<file path="src/rtl/display.sv">
// Two-digit seven-segment display driver with normal, error, busy and off modes.
// Segment order {g,f,e,d,c,b,a}, active-high; both digits registered with one cycle latency.
module display (
  input  logic        clk,
  input  logic        rst,
  input  logic [1:0]  redlight,
  input  logic [10:0] number,
  output logic [6:0]  seg1,
  output logic [6:0]  seg2
);

  localparam logic [6:0] GLYPH_E     = 7'h79;
  localparam logic [6:0] GLYPH_DASH  = 7'h40;
  localparam logic [6:0] GLYPH_BLANK = 7'h00;

  localparam logic [1:0] MODE_NORMAL = 2'b00;
  localparam logic [1:0] MODE_ERROR  = 2'b01;
  localparam logic [1:0] MODE_BUSY   = 2'b10;
  localparam logic [1:0] MODE_OFF    = 2'b11;

  // Decimal digit to segment pattern; out-of-range codes fall back to blank.
  function automatic logic [6:0] digit_glyph(input logic [3:0] digit);
    logic [6:0] pattern;
    case (digit)
      4'd0:    pattern = 7'h3F;
      4'd1:    pattern = 7'h06;
      4'd2:    pattern = 7'h5B;
      4'd3:    pattern = 7'h4F;
      4'd4:    pattern = 7'h66;
      4'd5:    pattern = 7'h6D;
      4'd6:    pattern = 7'h7D;
      4'd7:    pattern = 7'h07;
      4'd8:    pattern = 7'h7F;
      4'd9:    pattern = 7'h6F;
      default: pattern = 7'h00;
    endcase
    return pattern;
  endfunction

  logic [3:0] w_units;
  logic [3:0] w_tens;
  logic [6:0] w_seg1_next;
  logic [6:0] w_seg2_next;
  logic [6:0] r_seg1;
  logic [6:0] r_seg2;

  // Both results are below 10, so narrowing to 4 bits loses nothing.
  assign w_units = 4'(number % 11'd10);
  assign w_tens  = 4'((number / 11'd10) % 11'd10);

  // Next-state glyph selection for both digits.
  always_comb begin
    w_seg1_next = GLYPH_BLANK;
    w_seg2_next = GLYPH_BLANK;
    case (redlight)
      MODE_NORMAL: begin
        if (number >= 11'd100) begin
          w_seg1_next = GLYPH_DASH;
          w_seg2_next = GLYPH_DASH;
        end else if (number < 11'd10) begin
          w_seg1_next = GLYPH_BLANK;
          w_seg2_next = digit_glyph(w_units);
        end else begin
          w_seg1_next = digit_glyph(w_tens);
          w_seg2_next = digit_glyph(w_units);
        end
      end
      MODE_ERROR: begin
        w_seg1_next = GLYPH_E;
        w_seg2_next = digit_glyph(w_units);
      end
      MODE_BUSY: begin
        w_seg1_next = GLYPH_DASH;
        w_seg2_next = GLYPH_DASH;
      end
      MODE_OFF: begin
        w_seg1_next = GLYPH_BLANK;
        w_seg2_next = GLYPH_BLANK;
      end
      default: begin
        w_seg1_next = GLYPH_BLANK;
        w_seg2_next = GLYPH_BLANK;
      end
    endcase
  end

  // Output registers; reset blanks the display ahead of any mode.
  always_ff @(posedge clk) begin
    if (rst) begin
      r_seg1 <= GLYPH_BLANK;
      r_seg2 <= GLYPH_BLANK;
    end else begin
      r_seg1 <= w_seg1_next;
      r_seg2 <= w_seg2_next;
    end
  end

  assign seg1 = r_seg1;
  assign seg2 = r_seg2;

endmodule

</file>
<file path="config.mk">
export PLATFORM = sky130hd
export DESIGN_NAME = display
export DESIGN_NICKNAME = d
export VERILOG_FILES = /design/src/rtl/display.sv
export SDC_FILE = /design/constraint.sdc
export NUM_CORES = 1
export LEC_CHECK = 0
export CORE_UTILIZATION = 60
export DETAILED_ROUTE_END_ITERATION = 6
export PLACE_DENSITY = 0.83
export SETUP_SLACK_MARGIN = 0.3
export SLEW_MARGIN = 0
export SYNTH_ARGS = -nofsm -noshare
export SYNTH_HDL_FRONTEND = slang
export SYNTH_SLANG_ARGS = --single-unit
export TNS_END_PERCENT = 100
</file>
<file path="constraint.sdc">
create_clock -name clk -period 33.2 [get_ports clk]
set_clock_uncertainty 0.2 [all_clocks]
set_input_delay 6.64 -clock clk [delete_from_list [all_inputs] [get_ports clk]]
set_output_delay 6.64 -clock clk [all_outputs]
set_load 0.02 [all_outputs]
</file>
==> qor.txt <==
Run status: completed
Dpl cells: 585
Vias in the first global route: 3511
Worst hold-check slack: 6.87 ns
CP max stage delay: 1.17 ns
GR Layer Usage met3: 1.91%
Vias: 4005
Ys async rst share: 0%
Slew Viols, Final: 0
Warnings, synthesis: 0
CP arrival: 17.24 ns
CTS tree: yes
Sequential power share: 11.0%
Initial antenna violation count: 0
Routability cong.: 0.965
GR Overflow Total: 0
P per Cell Area: 42.6 nW/µm²
Residual DRC count: 0
Int Power: 0.0830 mW
Max Cap Violations: 0
# nets final: 550
Main synth FF type: dfxtp_1
# rows: 28
Crit path required time: 33.11 ns
Post-Syn Nets: 548
Clock buffer depth: 2
Post-CTS Setup Bufs: 0
Final Setup Violations: 0
Placed Area: 3960 µm²
RSZ-0062 raised after global routing: false
Antenna-violating nets left: 0
Worst-margin pin slew: 1.07 ns
CTS buffer count: 3
Initial Utilization: 62.9%
Synth unique cells: 95
Crit-path slowest cell: clkdlybuf4s50_1
Leak pwr: 1.54 nW
Iter 0 DRT Violations: 381
Ports: 29
Non-Filler Instances: 588
Die footprint: 6560 µm²
DIE HEIGHT: 81.0 µm
Die outline width: 81.0 µm
Detailed Route WL: 9.59 mm
Global-route wire length before repair: 15.9 mm
CP Class: in -> reg
CP Launch Type: input port
Met1 Resource Use GR: 39.8%
Hold Crit Class: in -> reg
Post-synth EDFFs: 0
Psw: 0.0874 mW
Synthesized flop and latch total: 14
Layout cells sized above 1: 10.3%
Setup_tns: 0 ns
Final core utilization: 67.1%
DR WL/cell: 16.3 µm
Min Tclk post-route: 17.33 ns
Area growth syn-to-layout: 6.78%
Cell Area, Synth: 3740 µm²
Rel. slew slack: 28.4%
Critical path peak fanout: 29
PortBufs: 28
Drt pass-1 iters: 5
Met2 usage: 49.2%
Finished Cell Area: 4000 µm²
Post-Synthesis Cells: 513
All-Layer GR Usage: 29.3%
Hold buffer count at CTS: 0
Clock network power share: 7.8%
Register area share after synthesis: 7.49%
Crit. End Element: flop
Final hold violation count: 0
DP HPWL: 7.02 mm
Highest ir drop seen on vdd: 0.0325 mV
Maximum number of pins on one net before global-route repair: 46
Core area: 5960 µm²
Fmax: 57.7 MHz
Root Buffer: clkbuf_8
Clock slew at reported path FFs: 0.05 ns
Gate power share: 81.2%
Grt peak-use layer: met2
Avg Cell Area, Syn: 7.30 µm²
Final period util: 52.2%
H-tree depth: 1
Sw Ratio: 51.3%
Clk sinks: 14
Antenna cell count: 0
Resize count post-CTS: 0
Vias per cell: 6.81
## registers in the layout, indices dropped and copies added (netlist names)
signal,count
seg1,7
seg2,7
## cell usage after synthesis, types with 6 or more instances
master | count | share of area [%]
nand3_1 | 10 | 1.3
mux2_2 | 6 | 1.8
mux2i_1 | 25 | 6.7
clkbuf_1 | 10 | 1.0
a21oi_1 | 33 | 4.4
nand2b_1 | 15 | 2.5
dfxtp_1 | 14 | 7.5
o211ai_1 | 6 | 1.2
nor2_1 | 39 | 3.9
a31oi_1 | 10 | 1.7
o21ai_0 | 21 | 2.8
o21a_1 | 12 | 2.4
or2_2 | 6 | 1.0
a211oi_1 | 8 | 1.6
nor3_1 | 22 | 2.9
buf_2 | 15 | 2.0
nand2_1 | 37 | 3.7
xnor2_1 | 11 | 2.6
inv_1 | 29 | 2.9
o31ai_1 | 6 | 1.2
ha_1 | 20 | 6.7
nor2b_1 | 10 | 1.7
## logic make-up (layout without fill, tap and decap cells)
logic type      Yosys count  after routing  synth area share, %
mux                      37             37                 10.8
flops                    14             14                 7.49
compound gates          172            172                 35.4
simple gates            189            189                 27.4
fa+ha+maj                20             20                 6.68
xor+xnor                 13             13                 3.54
buf+inv                  68             68                 8.62
## power groups by stage
stage	logic (mW)	clock network (mW)	registers [mW]
3_3_place_gp	0.132	0	0.0190
3_5_place_dp	0.135	0	0.0191
5_1_grt	0.151	0.0143	0.0188
2_1_floorplan	0.109	0	0.0210
6_report	0.138	0.0133	0.0187
4_1_cts	0.136	0.0134	0.0187
## critical path, delay by kind of cell
kind / cells / cell delay, ns
xor+xnor: 4 / 1.09
buf+inv: 5 / 1.72
simple gates: 6 / 2.12
mux: 1 / 0.43
compound gates: 15 / 3.88
fa+ha+maj: 4 / 1.36
## cells in the final DEF (no fill, tap or decap), types with 8 or more instances in the layout
master | synthesis | final
nor2_1 | 39 | 39
nand2_1 | 37 | 37
a21oi_1 | 33 | 33
inv_1 | 29 | 29
clkdlybuf4s50_1 | 0 | 28
mux2i_1 | 25 | 25
nor3_1 | 22 | 22
o21ai_0 | 21 | 21
ha_1 | 20 | 20
nand2b_1 | 15 | 15
dfxtp_1 | 14 | 14
o21a_1 | 12 | 12
xnor2_1 | 11 | 11
nor2b_1 | 10 | 10
a31oi_1 | 10 | 10
nand3_1 | 10 | 10
a211oi_1 | 8 | 8
## through the flow
step / setup slack, ns / power (mW)
final: 15.87 / 0.170
after global routing: 15.17 / 0.184
after CTS: 16.05 / 0.168
after detailed placement: 15.86 / 0.154
after global placement: 16.27 / 0.151
after floorplan: 17.96 / 0.130
## area by class of cell
cell class	instances	area, µm²
repair buffers	34	325
inverters	31	116
well taps	75	93.8
flip-flops and latches	14	280
clock buffers	3	41.3
multi-input cells	431	3140
fillers	505	1960
## worst paths after layout
kind | start | end | cells after the start
worst max-delay path | number[7] | seg1[3] | 35
worst min-delay path | rst | seg2[6] | 2
## per-layer routing
metal	wire (µm)	up-vias	part of all wire (%)
li1	-	1934	-
met1	4190	1823	44
met2	4480	228	47
met3	771	20	8.0
met4	153	0	1.6
met5	0	-	0
Note: power is estimated with default switching activity, not from simulation.
